### src/rtl/pool_pkg.sv
// pool_pkg
//   Shared definitions for the pooling-chain frame sequencer:
//   - state encoding for the frame FSM
//   - ceil-log2 helper and the derived counter widths
//   - flush length and per-level tap masks
package pool_pkg;

  typedef enum logic [1:0] {
    ST_IDLE  = 2'd0,
    ST_RUN   = 2'd1,
    ST_FLUSH = 2'd2,
    ST_DONE  = 2'd3
  } state_t;

  // ceil(log2(n)); 0 for n <= 1
  function automatic int clog2(input int n);
    int r;
    r = 0;
    while ((1 << r) < n) r++;
    return r;
  endfunction

  // Counter width for a range of n values, never narrower than one bit
  function automatic int bitw(input int n);
    return (clog2(n) < 1) ? 1 : clog2(n);
  endfunction

  // Drain time of the whole cascade
  function automatic int flush_len(input int levels, input int lat);
    return levels * lat;
  endfunction

  // Low (lvl+1) bits set: a level-lvl pooled sample closes when both
  // coordinates have all these bits set.
  function automatic logic [31:0] tap_mask(input int lvl);
    return (32'd1 << (lvl + 1)) - 32'd1;
  endfunction

endpackage

### src/rtl/delay.sv
// delay
//   Fixed-latency shift register with a synchronous clear.
//   Ports:
//     clock  - clock
//     rst    - asynchronous active-high reset, clears every stage
//     clr    - synchronous clear of every stage (frame abort)
//     din    - input word
//     dout   - din delayed by LATENCY cycles (registered)
module delay
  #(
    parameter int BIT_WIDTH = 1,
    parameter int LATENCY   = 1
  ) (
    input  logic                 clock,
    input  logic                 rst,
    input  logic                 clr,
    input  logic [BIT_WIDTH-1:0] din,
    output logic [BIT_WIDTH-1:0] dout
  );

  logic [BIT_WIDTH-1:0] stage_q [LATENCY];
  logic [BIT_WIDTH-1:0] stage_d [LATENCY];

  always_comb begin
    stage_d[0] = clr ? '0 : din;
    for (int i = 1; i < LATENCY; i++) begin
      stage_d[i] = clr ? '0 : stage_q[i-1];
    end
  end

  always_ff @(posedge clock or posedge rst) begin
    if (rst) begin
      for (int i = 0; i < LATENCY; i++) stage_q[i] <= '0;
    end else begin
      for (int i = 0; i < LATENCY; i++) stage_q[i] <= stage_d[i];
    end
  end

  assign dout = stage_q[LATENCY-1];

endmodule

### src/rtl/pool_sequencer.sv
// pool_sequencer
//   Frame-level controller for the cascaded 2x2 max-pooling chain. Sweeps
//   the frame coordinates after a start, drains the pipeline, pulses done,
//   and regenerates the per-level valid strobe at each level's depth.
//   Ports:
//     clock      - clock
//     rst        - asynchronous active-high reset
//     start      - frame request, taken only when idle
//     abort      - cancel current frame (RUN/FLUSH only)
//     in_valid   - source pixel strobe, checked on active coordinates
//     busy       - high while sweeping or draining
//     done       - one-cycle completion pulse
//     frame_err  - sticky underrun flag, cleared by an accepted start
//     out_enable - pixel enable to the pooling chain
//     out_vcnt   - frame row
//     out_hcnt   - frame column
//     lvl_valid  - bit L: pooling level L presents a valid sample
module pool_sequencer
  import pool_pkg::*;
  #(
    parameter int WIDTH        = 8,
    parameter int HEIGHT       = 8,
    parameter int W_WIDTH      = 16,
    parameter int W_HEIGHT     = 16,
    parameter int LEVELS       = 2,
    parameter int PIPE_LATENCY = 4
  ) (
    input  logic                         clock,
    input  logic                         rst,
    input  logic                         start,
    input  logic                         abort,
    input  logic                         in_valid,
    output logic                         busy,
    output logic                         done,
    output logic                         frame_err,
    output logic                         out_enable,
    output logic [bitw(W_HEIGHT)-1:0]    out_vcnt,
    output logic [bitw(W_WIDTH)-1:0]     out_hcnt,
    output logic [LEVELS-1:0]            lvl_valid
  );

  localparam int V_BITW  = bitw(W_HEIGHT);
  localparam int H_BITW  = bitw(W_WIDTH);
  localparam int F       = flush_len(LEVELS, PIPE_LATENCY);
  localparam int FC_BITW = bitw(F + 1);

  state_t              state_q, state_d;
  logic [H_BITW-1:0]   hcnt_q, hcnt_d;
  logic [V_BITW-1:0]   vcnt_q, vcnt_d;
  logic [FC_BITW-1:0]  flush_q, flush_d;
  logic                frame_err_q, frame_err_d;
  logic                busy_q, busy_d;
  logic                done_q, done_d;
  logic                out_enable_q, out_enable_d;
  logic                clr_lines;
  logic                active;
  logic                h_last, v_last;
  logic [LEVELS-1:0]   tap;

  assign active = (32'(vcnt_q) < HEIGHT) && (32'(hcnt_q) < WIDTH);
  assign h_last = (hcnt_q == H_BITW'(W_WIDTH - 1));
  assign v_last = (vcnt_q == V_BITW'(W_HEIGHT - 1));

  // Next-state, counters and underrun tracking
  always_comb begin
    state_d     = state_q;
    hcnt_d      = hcnt_q;
    vcnt_d      = vcnt_q;
    flush_d     = flush_q;
    frame_err_d = frame_err_q;
    clr_lines   = 1'b0;

    case (state_q)
      ST_IDLE: begin
        // start beats a simultaneous abort; abort is meaningless here
        if (start) begin
          state_d     = ST_RUN;
          frame_err_d = 1'b0;
          hcnt_d      = '0;
          vcnt_d      = '0;
        end
      end

      ST_RUN: begin
        // A missing pixel on an active coordinate is remembered even if
        // the frame is aborted in the same cycle.
        if (active && !in_valid) frame_err_d = 1'b1;

        if (abort) begin
          state_d   = ST_IDLE;
          hcnt_d    = '0;
          vcnt_d    = '0;
          clr_lines = 1'b1;
        end else if (h_last) begin
          hcnt_d = '0;
          if (v_last) begin
            vcnt_d  = '0;
            state_d = ST_FLUSH;
            flush_d = FC_BITW'(F);
          end else begin
            vcnt_d = vcnt_q + V_BITW'(1);
          end
        end else begin
          hcnt_d = hcnt_q + H_BITW'(1);
        end
      end

      ST_FLUSH: begin
        if (abort) begin
          state_d   = ST_IDLE;
          flush_d   = '0;
          clr_lines = 1'b1;
        end else if (flush_q == FC_BITW'(1)) begin
          state_d = ST_DONE;
          flush_d = '0;
        end else begin
          flush_d = flush_q - FC_BITW'(1);
        end
      end

      ST_DONE: begin
        state_d = ST_IDLE;
      end

      default: begin
        state_d = ST_IDLE;
      end
    endcase

    // Status outputs are decoded from the next state so they leave flops
    busy_d       = (state_d == ST_RUN) || (state_d == ST_FLUSH);
    done_d       = (state_d == ST_DONE);
    out_enable_d = (state_d == ST_RUN);
  end

  always_ff @(posedge clock or posedge rst) begin
    if (rst) begin
      state_q      <= ST_IDLE;
      hcnt_q       <= '0;
      vcnt_q       <= '0;
      flush_q      <= '0;
      frame_err_q  <= 1'b0;
      busy_q       <= 1'b0;
      done_q       <= 1'b0;
      out_enable_q <= 1'b0;
    end else begin
      state_q      <= state_d;
      hcnt_q       <= hcnt_d;
      vcnt_q       <= vcnt_d;
      flush_q      <= flush_d;
      frame_err_q  <= frame_err_d;
      busy_q       <= busy_d;
      done_q       <= done_d;
      out_enable_q <= out_enable_d;
    end
  end

  // Per-level tap: the coordinate closing a 2^(L+1) square window, delayed
  // by the cumulative pipeline depth of levels 0..L.
  genvar gi;
  generate
    for (gi = 0; gi < LEVELS; gi++) begin : g_level
      assign tap[gi] = out_enable_q && active &&
                       ((32'(hcnt_q) & tap_mask(gi)) == tap_mask(gi)) &&
                       ((32'(vcnt_q) & tap_mask(gi)) == tap_mask(gi));

      delay #(
        .BIT_WIDTH (1),
        .LATENCY   ((gi + 1) * PIPE_LATENCY)
      ) u_delay (
        .clock (clock),
        .rst   (rst),
        .clr   (clr_lines),
        .din   (tap[gi]),
        .dout  (lvl_valid[gi])
      );
    end
  endgenerate

  assign busy       = busy_q;
  assign done       = done_q;
  assign frame_err  = frame_err_q;
  assign out_enable = out_enable_q;
  assign out_vcnt   = vcnt_q;
  assign out_hcnt   = hcnt_q;

endmodule

### config.mk
export PLATFORM = sky130hd
export DESIGN_NAME = pool_sequencer
export DESIGN_NICKNAME = d
export VERILOG_FILES = /design/src/rtl/pool_pkg.sv /design/src/rtl/delay.sv /design/src/rtl/pool_sequencer.sv
export SDC_FILE = /design/constraint.sdc
export NUM_CORES = 1
export LEC_CHECK = 0
export CAP_MARGIN = 20
export CORE_UTILIZATION = 42
export CTS_BUF_LIST = sky130_fd_sc_hd__clkbuf_4 sky130_fd_sc_hd__clkbuf_8
export DETAILED_ROUTE_END_ITERATION = 16
export PLACE_DENSITY = 0.67
export SYNTH_ARGS = -nofsm -noshare
export SYNTH_HDL_FRONTEND = slang
export SYNTH_HIERARCHICAL = 1
export SYNTH_SLANG_ARGS = --single-unit
### constraint.sdc
create_clock -name clock -period 4.2 [get_ports clock]
set_clock_uncertainty 0.2 [all_clocks]
set_input_delay 0.63 -clock clock [delete_from_list [all_inputs] [get_ports clock]]
set_output_delay 0.63 -clock clock [all_outputs]
set_load 0.01 [all_outputs]
# Word level (Yosys, flattened, before mapping)
# Cells that the tools add are included.
# W data, S select, Z words.
dict set report totals {
  regBits 30
  output_inout_bits 14
}
dict set report op_classes {
  addsub 3
  n_lt_le_gt_ge 2
  n_eq_ne 17
  n_mux 38
  reduce_logical 17
}
# operator n
set ops {}
lappend ops {{$mux W4} 11}
lappend ops {{$pmux W4 S2} 3}
lappend ops {{$mux W1} 16}
lappend ops {{$eq A2 B2 Y1 const B} 6}
lappend ops {{$mux W2} 6}
lappend ops {{$ne A2 B2 Y1 const B} 5}
lappend ops {{$add A4 B1 Y4 const B} 2}
lappend ops {{$eq A4 B4 Y1 const B} 2}
lappend ops {{$lt A4 B4 Y1 const B} 2}
lappend ops {{$pmux W2 S4} 1}
lappend ops {{$logic_and A1 B1 Y1} 7}
lappend ops {{$reduce_and A3 Y1} 2}
lappend ops {{$eq A2 B1 Y1 const B} 2}
lappend ops {{$eq A4 B1 Y1 const B} 1}
lappend ops {{$reduce_and A4 Y1} 1}
lappend ops {{$reduce_bool A2 Y1} 2}
lappend ops {{$sub A4 B1 Y4 const B} 1}
lappend ops {{$ne A3 B3 Y1 const B} 1}
lappend ops {{$logic_not A2 Y1} 1}
lappend ops {{$pmux W1 S2} 1}
lappend ops {{$reduce_and A2 Y1} 1}
lappend ops {{$reduce_or A2 Y1} 1}
lappend ops {{$logic_not A1 Y1} 1}
lappend ops {{$logic_or A1 B1 Y1} 1}

# Logic depth before layout (Yosys ltp)
dict set report logic_depth {
  depth_word 7
  depth_mapped 8
  mapped_depth_nobuf 8
}

# Cells and area by module
# Netlist, hierarchy kept.
# mod n_inst cells_per_inst area_each_um2 seq_area_each_um2
set modules_own_cells {}
lappend modules_own_cells {pool_sequencer 1 116 1089.8 450.4}
lappend modules_own_cells {{delay at g_level[1].u_delay} 1 17 254.0 200.2}
lappend modules_own_cells {{delay at g_level[0].u_delay} 1 9 128.9 100.1}

# Least setup slack after synthesis
# No wires, ideal clock.
dict set report synth_timing {
  path_kind {register to register}
  startpoint {register flush_q[1]}
  endpoint {register busy_q, in the netlist busy}
  setup_ps 113
  arrival_ps 1846
  required_time_ps 3887
  path_slack_ps 2041
  path_stages_with_launch 9
  n_path_buf 0
  synth_period_minus_slack_ps 2159
  path_cell_list {dfrtp_1 -> inv_1 -> ha_1 -> or3b_4 -> a2111oi_4 -> a221o_2 -> inv_1 -> ha_1 -> inv_1}
}
dict set report synth_between {
  elab_chain_cells 6
  elab_cells_between_ends 7
}
# element line
set synth_rtl {}
lappend synth_rtl {{from (decl)} pool_sequencer.sv:50} ;# logic [FC_BITW-1:0] flush_q, flush_d;
lappend synth_rtl {{from (signal assigned)} pool_sequencer.sv:150} ;# flush_q <= flush_d;
lappend synth_rtl {{$eq A4 B1 Y1 (*)} pool_sequencer.sv:113} ;# end else if (flush_q == FC_BITW'(1)) begin
lappend synth_rtl {{$mux W2 (*)} pool_sequencer.sv:113}
lappend synth_rtl {{$mux W2 (*)} pool_sequencer.sv:109} ;# if (abort) begin
lappend synth_rtl {{$pmux W2 S4 (*)} pool_sequencer.sv:73} ;# case (state_q)
lappend synth_rtl {{named net state_d[1]} pool_sequencer.sv:47} ;# state_t state_q, state_d;
lappend synth_rtl {{$eq A2 B1 Y1 / $eq A2 B2 Y1 (equally long branches)} pool_sequencer.sv:131} ;# busy_d = (state_d == ST_RUN) || (state_d == ST_FLUSH);
lappend synth_rtl {{$logic_or A1 B1 Y1 (*)} pool_sequencer.sv:131}
lappend synth_rtl {{named net busy_d} pool_sequencer.sv:52} ;# logic busy_q, busy_d;
lappend synth_rtl {{to (signal assigned)} pool_sequencer.sv:152} ;# busy_q <= busy_d;
lappend synth_rtl {{to (decl)} pool_sequencer.sv:52}
# Mark *: on every way through the listed nets, which the timed path passes. The rest lies on a longest branch.
# A chain may end at the register's enable or synchronous reset.

# Worst setup path in the final report
dict set report layout_timing {
  startpoint {input port abort}
  endpoint {register busy_q, in the netlist busy}
}
dict set report layout_between {
  elab_chain_cells 4
  elab_cells_between_ends 6
}
# element line
set layout_rtl {}
lappend layout_rtl {{from (decl)} pool_sequencer.sv:31} ;# input logic abort,
lappend layout_rtl {{$mux W2 (on tied branches)} {pool_sequencer.sv:109, pool_sequencer.sv:89}}
lappend layout_rtl {{$pmux W2 S4 (*)} pool_sequencer.sv:73}
lappend layout_rtl {{named net state_d[1]} pool_sequencer.sv:47}
lappend layout_rtl {{$eq A2 B1 Y1 / $eq A2 B2 Y1 (equally long branches)} pool_sequencer.sv:131}
lappend layout_rtl {{$logic_or A1 B1 Y1 (*)} pool_sequencer.sv:131}
lappend layout_rtl {{named net busy_d} pool_sequencer.sv:52}
# Marks and branches as above.

==> results.toml <==
[sta]
relSlewSlack_pct = 52.5
setup_tns_ns = 0
slew_viol_final = 0
holdWs_ns = 0.275
hold_violations = 0
setup_viol = 0
fin_crit_sh_pct = 56.6
fmax_mhz = 421
rsz0062_at_grt = "no"
tightest_slew_ns = 0.712
fin_crit_ns = 2.38

[global_route]
grt_start_max_net_pins = 19
gr-usage-met1_pct = 21.2
grt_pass1_vias = 967
grt_pass1_wl_um = 4320
grt_usage_pct = 16.4
globalRoute.busiestLayer = "met2"
antenna_found_initial = 0
use_met3_pct = 5.67
grt_use_met2_pct = 24.5
gr-total-overflow = 0

[place]
dp_hpwl_um = 1980
numPortBuffers = 18
gp_congestion = 0.783

[clock_network]
cts.sinks = 30
numCtsBuffers = 5
clk_pin_slew_ns = 0.10
tritoncts = "done"
postCtsSetupBuffers = 0
h-tree-depth = 2
cts_root_buffer = "clkbuf_4"
ctsHoldBuffers = 0
cts.path.max_buffers = 2
clk_latency_ns = 0.33
cts-resized-gates = 0

[logic_synthesis]
synth_seq_area_share_pct = 51.0
synth-seq-cells = 30
synth_xor_area_share_pct = 0
synth_compound_area_share_pct = 14.5
synthAdderAreaFrac_pct = 7.65
synth_cell_types = 35
synth_mux_area_share_pct = 0.680
synthSimpleGateAreaFrac_pct = 22.5
synth_cells = 142
syn_area_um2 = 1470
synth_top_family_by_area = "simple AND/OR/NAND/NOR gates"
synth_fp_nets = 156
ys_warn_count = 6
synth.avg_cell_area_um2 = 10.4

[pwr]
vdd_drop_max_v = 0.000219
power_density_nw_per_um2 = 470
cellLeakagePower_nw = 0.811

[routing]
drtAntennaViolNets = 0
post_drt_via_cell_ratio = 5.36
wl_per_cell_um = 12.5
drtIter0Drc = 45
dr.pass1.iters = 4
dr_total_vias = 1141
wirelength_um = 2660
drc_errors = 0

[die]
die_y_um = 61.2
fp-row-count = 21
start_util_pct = 44.1
dieArea_um2 = 3750
pin_count = 19
core_um2 = 3340
die_x_um = 61.2

[setup_path]
path_class = "input pin to flip-flop"
arrival_ns = 2.41
cp_max_fo = 10
crit_required_ns = 4.24
cp-end-kind = "flip-flop"
critPathLaunchType = "input pin"

[finish]
layout_commonest_cell = "dfrtp_1"
layout_common_cells = "dfrtp_1 (30), clkdlybuf4s50_1 (18), nor2b_1 (14), inv_1 (13), o21ai_0 (13)"
final_nets = 180
drive_gt1_share_pct = 8.98
synthToLayoutAreaGrowth_pct = 23.4
insertedDiodeCount = 0

[worst_hold_path]
worstHoldPathType = "flip-flop to flip-flop"

[outcome]
status = "completed"

[flow_run]
cap_violations = 0
-- routing by layer --
layer  vias up  routed length, µm
met3         2                124
li1        546                  -
met4         0                  9
met2        26               1320
met1       567               1210
met5         -                  0
-- registers in the layout, indices dropped and copies added (netlist names) --
name and flops:
out_hcnt 4, frame_err 1, flush_q 4, out_enable 1, busy 1, g_level.u_delay/dout 2
out_vcnt 4, state_q 2, g_level.u_delay/stage_q 10, done 1
-- area by class of cell --
cell class	count	area, µm²
multi-input combinational	98	668
tap	46	57.6
clock inverter	2	60.1
timing repair buffer	18	180
inverter	13	48.8
sequential	30	751
fill	316	1520
clock buffer	6	51.3
-- report_power, final --
part | internal, mW | switching, mW
clock | 0.202 | 0.0990
combinational | 0.0921 | 0.123
sequential | 0.315 | 0.0237
-- critical path: stages --
cell	delay [ns]
clkdlybuf4s50_1	0.58
nand2b_1	0.32
a2111oi_4	0.31
a221o_2	0.22
inv_1	0.04
ha_1	0.26
inv_1	0.03
-- cell usage after synthesis --
master | instances | area share, %
or4_1 | 1 | 0.51
o31ai_1 | 2 | 1.0
and2b_1 | 1 | 0.51
nand2_1 | 9 | 2.3
nand4_1 | 1 | 0.43
or3b_4 | 1 | 0.76
a221o_2 | 1 | 0.76
nand3_1 | 4 | 1.4
o22ai_1 | 1 | 0.43
o21ai_0 | 13 | 4.4
a221oi_1 | 1 | 0.59
and3_1 | 1 | 0.43
nand2b_1 | 5 | 2.1
a31o_2 | 2 | 1.2
nor2b_1 | 14 | 5.9
nor4_1 | 1 | 0.43
buf_2 | 1 | 0.34
nand3b_1 | 1 | 0.51
nand4b_1 | 1 | 0.59
mux2i_1 | 1 | 0.68
o41ai_1 | 1 | 0.59
o32a_1 | 1 | 0.68
and4_1 | 2 | 1.2
a2111oi_4 | 1 | 1.9
or3_1 | 4 | 1.7
dfrtp_1 | 30 | 51
nor2_1 | 7 | 1.8
or2_2 | 1 | 0.43
inv_1 | 13 | 3.3
a32o_1 | 1 | 0.68
ha_1 | 9 | 7.6
a21oi_2 | 1 | 0.59
nor3_1 | 2 | 0.68
and2_1 | 2 | 0.85
a21oi_1 | 5 | 1.7
-- cell families (layout without fill, tap and decap cells) --
logic type                 Yosys count  after routing
AOI/OAI and AO/OA                   30             30
adders and majority gates            9              9
buffers and inverters               14             39
DFF                                 30             30
muxes                                1              1
and+or+nand+nor                     58             58
-- path summary, 6_finish.rpt --
path	start	to	slack [ns]	depth (start not counted)
setup / recovery	abort	busy	1.82	7
hold / removal	g_level[1].u_delay/stage_q[2]	g_level[1].u_delay/stage_q[1]	0.27	1
setup reg to reg	flush_q[1]	busy	1.92	8
hold reg to reg	g_level[1].u_delay/stage_q[2]	g_level[1].u_delay/stage_q[1]	0.27	1
max in group asynchronous	rst	out_vcnt[3]	2.78	2
min in group asynchronous	rst	g_level[0].u_delay/dout	0.33	2
-- through the flow --
stage	utilization (%)	cell area, µm²	std cells	worst slack (ns)	power, mW
floorplan	-	1470	142	2.04	0.482
global placement	51.1	1710	205	1.53	0.556
detailed placement	51.1	1710	205	1.50	0.561
CTS	54.4	1820	213	1.85	0.866
global route	54.4	1820	213	1.76	0.909
finish	54.4	1820	213	1.82	0.855
No activity file was read; power rests on OpenSTA's default activity.
